## src/rtl/instr_fetch_if.sv

```systemverilog
// Fetch-side bus: program-store read port and the instruction register
// handshake towards decode. The fetch unit is the master; the program store
// and decode together form the slave side.
interface instr_fetch_if #(
  parameter int ADDR_W  = 3,
  parameter int INSTR_W = 16
);
  logic [ADDR_W-1:0]  rom_addr;
  logic [INSTR_W-1:0] rom_instr;
  logic [INSTR_W-1:0] ir;
  logic [ADDR_W-1:0]  ir_pc;
  logic               ir_valid;
  logic               ir_ready;

  modport master (
    output rom_addr,
    input  rom_instr,
    output ir,
    output ir_pc,
    output ir_valid,
    input  ir_ready
  );

  modport slave (
    input  rom_addr,
    output rom_instr,
    input  ir,
    input  ir_pc,
    input  ir_valid,
    output ir_ready
  );
endinterface

```

## src/rtl/instr_fetch.sv

```systemverilog
// Instruction fetch unit: single-entry instruction register fed from a
// combinational-read program store, with stall, redirect and a saturating
// fetch counter.
// Optional feature macro: FETCH_WRAP_HALT_EN -- when defined, a load from the
// last program address parks the unit in HALT until a redirect or reset.
//
// state | meaning
// IDLE  | not fetching; waits for run
// FETCH | issuing loads whenever the instruction register can take one
// HALT  | program ran off the end; only a redirect or reset leaves it
module instr_fetch #(
  parameter int ADDR_W  = 3,
  parameter int INSTR_W = 16
) (
  input  logic              clk,
  input  logic              rst,
  input  logic              run,
  input  logic              br_taken,
  input  logic [ADDR_W-1:0] br_target,
  output logic              halted,
  output logic [7:0]        fetch_count,
  instr_fetch_if.master     bus
);

  typedef enum logic [1:0] {
    ST_IDLE  = 2'd0,
    ST_FETCH = 2'd1,
    ST_HALT  = 2'd2
  } state_t;

  state_t             state;
  state_t             state_nxt;
  logic [ADDR_W-1:0]  pc;
  logic [INSTR_W-1:0] ir_q;
  logic [ADDR_W-1:0]  ir_pc_q;
  logic               ir_valid_q;
  logic [7:0]         cnt_q;
  logic               load;

  assign bus.rom_addr = pc;
  assign bus.ir       = ir_q;
  assign bus.ir_pc    = ir_pc_q;
  assign bus.ir_valid = ir_valid_q;
  assign fetch_count  = cnt_q;

`ifdef FETCH_WRAP_HALT_EN
  assign halted = (state == ST_HALT);
`else
  assign halted = 1'b0;
`endif

  // State register.
  always_ff @(posedge clk) begin
    if (rst) begin
      state <= ST_IDLE;
    end else begin
      state <= state_nxt;
    end
  end

  // Load decision and next-state logic; a redirect outranks everything.
  always_comb begin
    load      = (state == ST_FETCH) && run && !br_taken &&
                (!ir_valid_q || bus.ir_ready);
    state_nxt = state;
    if (br_taken) begin
      state_nxt = run ? ST_FETCH : ST_IDLE;
    end else begin
      case (state)
        ST_IDLE: begin
          if (run) state_nxt = ST_FETCH;
        end
        ST_FETCH: begin
          if (!run) begin
            state_nxt = ST_IDLE;
          end
`ifdef FETCH_WRAP_HALT_EN
          else if (load && (pc == {ADDR_W{1'b1}})) begin
            state_nxt = ST_HALT;
          end
`endif
        end
        ST_HALT: begin
          state_nxt = ST_HALT;
        end
        default: state_nxt = ST_IDLE;
      endcase
    end
  end

  // PC, instruction register and fetch counter; a stall simply holds all of them.
  always_ff @(posedge clk) begin
    if (rst) begin
      pc         <= '0;
      ir_q       <= '0;
      ir_pc_q    <= '0;
      ir_valid_q <= 1'b0;
      cnt_q      <= 8'd0;
    end else if (br_taken) begin
      pc         <= br_target;
      ir_valid_q <= 1'b0;
    end else if (load) begin
      ir_q       <= bus.rom_instr;
      ir_pc_q    <= pc;
      ir_valid_q <= 1'b1;
      pc         <= pc + ADDR_W'(1);
      if (cnt_q != 8'hFF) cnt_q <= cnt_q + 8'd1;
    end else if (ir_valid_q && bus.ir_ready) begin
      ir_valid_q <= 1'b0;
    end
  end

endmodule

```

## src/flat_wrapper.sv

```systemverilog
// flat-port wrapper written by rule: the top's interface ports become plain ports
module instr_fetch_flat 
#(
  parameter int ADDR_W  = 3,
  parameter int INSTR_W = 16
)
  (clk, rst, run, br_taken, br_target, halted, fetch_count, bus_rom_addr, bus_rom_instr, bus_ir, bus_ir_pc, bus_ir_valid, bus_ir_ready);
  instr_fetch_if #(.ADDR_W(ADDR_W), .INSTR_W(INSTR_W)) bus_i ();
  input  logic clk;
  input  logic rst;
  input  logic run;
  input  logic br_taken;
  input  logic [ADDR_W-1:0] br_target;
  output logic halted;
  output logic [7:0] fetch_count;
  output wire logic [$bits(bus_i.rom_addr)-1:0] bus_rom_addr;
  input wire logic [$bits(bus_i.rom_instr)-1:0] bus_rom_instr;
  output wire logic [$bits(bus_i.ir)-1:0] bus_ir;
  output wire logic [$bits(bus_i.ir_pc)-1:0] bus_ir_pc;
  output wire logic [$bits(bus_i.ir_valid)-1:0] bus_ir_valid;
  input wire logic [$bits(bus_i.ir_ready)-1:0] bus_ir_ready;
  assign bus_rom_addr = bus_i.rom_addr;
  assign bus_i.rom_instr = bus_rom_instr;
  assign bus_ir = bus_i.ir;
  assign bus_ir_pc = bus_i.ir_pc;
  assign bus_ir_valid = bus_i.ir_valid;
  assign bus_i.ir_ready = bus_ir_ready;
  instr_fetch #(.ADDR_W(ADDR_W), .INSTR_W(INSTR_W)) u_core (.clk(clk), .rst(rst), .run(run), .br_taken(br_taken), .br_target(br_target), .halted(halted), .fetch_count(fetch_count), .bus(bus_i));
endmodule
```

## config.mk

```make
export PLATFORM = sky130hd
export DESIGN_NAME = instr_fetch_flat
export DESIGN_NICKNAME = d
export VERILOG_FILES = /design/src/rtl/instr_fetch_if.sv /design/src/rtl/instr_fetch.sv /design/src/flat_wrapper.sv
export SDC_FILE = /design/constraint.sdc
export NUM_CORES = 1
export LEC_CHECK = 0
export BUFFER_PORTS_ARGS = -buffer_cell sky130_fd_sc_hd__buf_2
export CAP_MARGIN = 20
export CORE_ASPECT_RATIO = 0.5
export CORE_MARGIN = 2
export CORE_UTILIZATION = 42
export DETAILED_ROUTE_END_ITERATION = 12
export PLACE_DENSITY = 0.82
export SYNTH_ARGS = -nofsm -noshare
export SYNTH_HDL_FRONTEND = slang
export SYNTH_SLANG_ARGS = --single-unit
export TNS_END_PERCENT = 30
```

## constraint.sdc

```tcl
create_clock -name clk -period 1.9 [get_ports clk]
set_clock_uncertainty 0.05 [all_clocks]
set_input_delay 0.285 -clock clk [delete_from_list [all_inputs] [get_ports clk]]
set_output_delay 0.285 -clock clk [all_outputs]
set_load 0.03 [all_outputs]
```

==> Yosys cells after proc, flatten, opt, wreduce, memory -nomap -nowiden <==
Index checks and enable logic that the tools add are counted.
{ "op_classes": {"n_addsub": 2, "eq_ne": 5, "mux": 9, "bitwise": 1, "reduce_logical": 14} }
{ "ops": {"columns": ["cell", "n"], "rows": [
  ["adder 8 x 1 -> 8 bit, second input constant", 1],
  ["inequality test 8 bit, second input constant", 1],
  ["2-to-1 mux 2 bit", 3],
  ["2-to-1 mux 3 bit", 2],
  ["inequality test 3 bit, second input constant", 2],
  ["one-hot mux 2 bit (3 select lines)", 1],
  ["logical AND 1 bit", 4],
  ["AND reduction 2 bit", 2],
  ["nonzero test 2 bit", 2],
  ["adder 3 x 1 -> 3 bit, second input constant", 1],
  ["2-to-1 mux 1 bit", 3],
  ["AND reduction 3 bit", 1],
  ["equality test 2 x 1 -> 1 bit, second input constant", 1],
  ["equality test 2 bit, second input constant", 1],
  ["logical NOT 1 bit", 2],
  ["logical NOT 2 bit", 1],
  ["OR reduction 2 bit", 1],
  ["logical OR 1 bit", 1],
  ["inverter 1 bit", 1]
]} }
{ "word_totals": {"register_bits": 33, "in_bits": 24, "out_inout_bits": 32} }

==> Logic depth before layout (Yosys ltp) <==
{ "depth": {"depth_word": 6, "depth_mapped": 6, "depth_no_buf": 5} }

==> Worst setup path after synthesis <==
No wires, ideal clock.
{ "synth_timing": {"path_kind": "register to register", "start": "register u_core.ir_valid_q, in the netlist u_core.bus.ir_valid", "end": "register u_core.cnt_q[5], in the netlist u_core.fetch_count[5]", "t_arrival_ps": 1822, "required_ps": 1727, "slack_ps": -95, "stages_incl_launch_ff": 6, "period_less_slack_ps": 1995, "path_cell_list": "dfxtp_1 nor2b_1 or3_1 clkbuf_1 or4_1 mux2_1"} }
{ "synth_via": {"elab_chain_cells": 4} }
{ "synth_rtl": {"columns": ["item", "line_no", "source"], "rows": [
  ["start: declaration", "instr_fetch.sv:36", "logic ir_valid_q;"],
  ["start signal: assignment", "instr_fetch.sv:97", "ir_valid_q <= 1'b0;"],
  ["start signal: assignment", "instr_fetch.sv:101", "ir_valid_q <= 1'b0;"],
  ["start signal: assignment", "instr_fetch.sv:105", "ir_valid_q <= 1'b1;"],
  ["logical NOT 1 bit", "instr_fetch.sv:64", "(!ir_valid_q || bus.ir_ready);"],
  ["logical OR 1 bit", "instr_fetch.sv:64", null],
  ["logical AND 1 bit", "instr_fetch.sv:63", "load = (state == ST_FETCH) && run && !br_taken &&"],
  ["AND reduction 3 bit (no source line)", null, null],
  ["end signal: assignment", "instr_fetch.sv:107", "if (cnt_q != 8'hFF) cnt_q <= cnt_q + 8'd1;"],
  ["end: declaration", "instr_fetch.sv:37", "logic [7:0] cnt_q;"]
]} }
Every way passes these cells.
A chain may end at the register's enable or synchronous reset.

==> Worst setup path after layout <==
{ "layout_timing": {"start": "register u_core.state[1]", "end": "register u_core.cnt_q[3], in the netlist u_core.fetch_count[3]"} }
{ "layout_via": {"elab_chain_cells": 5} }
{ "layout_rtl": {"columns": ["item", "line_no", "source"], "rows": [
  ["start: declaration", "instr_fetch.sv:31", "state_t state;"],
  ["start signal: assignment", "instr_fetch.sv:57", "state <= state_nxt;"],
  ["equality test 2 x 1 -> 1 bit", "instr_fetch.sv:63", null],
  ["logical AND 1 bit (3 in series)", "instr_fetch.sv:63", null],
  ["AND reduction 3 bit (no source line)", null, null]
]} }
Every way passes these cells.

==> impl_metrics.tcl <==
set metrics [dict create \
    outcome "finished clean" \
    postCtsSetupBuffers 0 \
    critPathArrivalTime_ns 1.94 \
    synth-async-reset-ratio_pct 0 \
    fin_crit_sh_pct 96.2 \
    post-route-min-period_ns 1.83 \
    synth.most_common_cell "nand2_1" \
    clk_latency_ns 0.29 \
    fin_nets 248 \
    fillers 281 \
    die_x_um 84.5 \
    gp_congestion 0.811 \
    h-tree-depth 2 \
    cts_tree "built" \
    clkTransAtPathRegs_ns 0.07 \
    setup_tns_ns 0 \
    fin_ws_ns 0.0730 \
    grt_pass1_wl_mm 4.97 \
    area_delta_synth_final_pct 32.7 \
    antenna_found_initial 0 \
    vias_per_cell 4.94 \
    grt_max_degree 27 \
    p_leak_nw 0.807 \
    critPathMaxFanout 5 \
    setup_viol 0 \
    clk_path_buf_depth 2 \
    hold_buffers 0 \
    dieArea_mm2 0.00374 \
    die_y_um 44.3 \
    pre_cts_slack_ns 0.0596 \
    synth_top_cell_by_area "dfxtp_1" \
    synth-seq-cells 33 \
    synth_top_area_share_pct 48.5 \
    totalWireLength_mm 3.17 \
    cts_root_buf "clkbuf_8" \
    antenna_left 0 \
    grt.overflow.total 0 \
    power_w 0.00139 \
    rrSetupSlack_ns 0.07 \
    crit_path_end_kind "flip-flop" \
    powerDensity_mw_per_mm2 768 \
    synth-edff-count 0 \
    wl_per_cell_um 12.1 \
    dpl.hpwl_mm 2.31 \
    core-area_mm2 0.00305 \
    peakVddDrop_v 0.000428 \
    grt.total_usage_pct 17.1 \
    synth_commonest_cells "nand2_1, dfxtp_1, a21oi_1" \
    synth_warnings 0 \
    num_rows 14 \
    reg2reg_from "u_core.state[1]$_SDFFE_PP0P_" \
    dr.first_iter.drc_count 40 \
    vias 1299 \
    synth_fp_nets 191 \
    r2r_cells 4 \
    critical_path_required_ns 2.01 \
    synth.distinct_cells 30 \
    hold_viol 0 \
    pin_count 56 \
    path_class "flip-flop to flip-flop" \
    fmax_ghz 0.547 \
    cts_buffers 5 \
    drive_above_1_share_pct 32.7 \
    syn_inst 165 \
    synth_area_mm2 0.00136 \
    timing.rr.end "u_core.fetch_count[3]$_SDFFE_PP0P_" \
    first_pass_iters 4 \
    avgSynthCellArea_um2 8.25 \
    cts_resized 0 \
    rsz0062_at_grt "no" \
    drc 0 \
    portBuffers 54 \
    drv_cap 0 \
    antenna_cells 0 \
    whs_path_depth 3 \
    synth_ff_type "dfxtp_1" \
    start_util_pct 44.7 \
    grt_pass1_vias 1190 \
    min_from "bus_rom_instr[14]" \
    netlist_top_cells_area "dfxtp_1, nand2_1, a21oi_1, mux2_1, a211oi_1" \
    clock_sinks 33 \
    worstHoldEndpoint "u_core.bus.ir[14]$_SDFFE_PP0P_" \
    critPathLaunchType "flip-flop" \
    hold_path_class "input port to flip-flop" \
    ys_seq_area_share_pct 48.5 \
    slew_violations 0 \
]
-- critical path, cell delays in order (launching register included) --
cell and delay, ns:
dfxtp_1 0.33, nand3b_4 0.18, or3_4 0.41, nor4_1 0.36, mux2_1 0.38
-- how the worst max path moves through the flow --
| stage | startpoint | end | slack (ns) | depth (start not counted) |
|---|---|---|---|---|
| after detailed placement | run | u_core.fetch_count[3]$_SDFFE_PP0P_ | 0.06 | 5 |
| after CTS | u_core.state[1]$_SDFFE_PP0P_ | u_core.fetch_count[3]$_SDFFE_PP0P_ | 0.06 | 4 |
| after global placement | run | u_core.fetch_count[5]$_SDFFE_PP0P_ | 0.08 | 5 |
| after floorplan | u_core.fetch_count[0]$_SDFFE_PP0P_ | u_core.fetch_count[5]$_SDFFE_PP0P_ | 0.05 | 5 |
| after global routing | u_core.fetch_count[0]$_SDFFE_PP0P_ | u_core.fetch_count[5]$_SDFFE_PP0P_ | 0.01 | 5 |
| final | u_core.state[1]$_SDFFE_PP0P_ | u_core.fetch_count[3]$_SDFFE_PP0P_ | 0.07 | 4 |
-- layout by cell type, fill, tap and decap left out, drive strengths merged, types with 2 or more instances in the layout --
cell	n
a211oi	5
ha	2
nor2b	6
mux2	4
a311oi	2
nor3	3
nand2b	4
nand2	44
nor2	9
dfxtp	33
nand4	2
clkbuf	8
nor4	3
buf	61
a21oi	21
inv	4
-- where the power goes --
| group | internal (W) | total (W) | leakage [nW] | switching, W |
|---|---|---|---|---|
| Combinational | 0.0000510 | 0.000131 | 0.493 | 0.0000804 |
| Sequential | 0.000706 | 0.000717 | 0.268 | 0.0000111 |
| Clock | 0.000295 | 0.000540 | 0.0455 | 0.000244 |
-- final cells by class --
type	instances	area (µm²)	area share, %
multi-input cells	117	652	36.1
flip-flops and latches	33	664	36.8
clock buffers	8	90.1	4.99
inverters	4	15.0	0.831
repair buffers	61	335	18.6
well taps	40	50.0	2.77
-- stage by stage --
stage	util, %	area (µm²)	hold WS, ns	cells
final	59.3	1810	0.184	263
after global routing	59.3	1810	0.190	263
after CTS	59.1	1800	0.174	263
after detailed placement	56.2	1710	0.395	255
after global placement	56.2	1710	0.387	255
after floorplan	-	1370	0.354	165
-- layer usage --
metal  track usage (%)  part of all wire, %  routed length (µm)  up-vias
met3              5.78                  5.9                 187       11
met2              30.9                   49                1540       39
met5                 0                    0                   0        -
met4              10.5                  2.8                  89        0
met1              17.8                   43                1350      580
li1                  -                    -                   -      669
-- registers in the layout (all words and copies together), names as in the netlist --
signal,cells
u_core.bus.ir,16
u_core.fetch_count,8
u_core.bus.ir_pc,3
u_core.bus.rom_addr,3
u_core.state,2
u_core.bus.ir_valid,1
-- cells by family (layout without fill, tap and decap cells) --
logic type | Yosys count | count (layout) | synth area share, %
flops | 33 | 33 | 48.5
simple gates | 78 | 78 | 27.3
xor+xnor | 1 | 1 | 0.643
buf+inv | 15 | 73 | 4.50
compound gates | 30 | 30 | 12.9
other cells | 1 | 1 | 0.275
mux | 5 | 5 | 4.04
fa+ha+maj | 2 | 2 | 1.84
No activity file was read; power rests on OpenSTA's default activity.
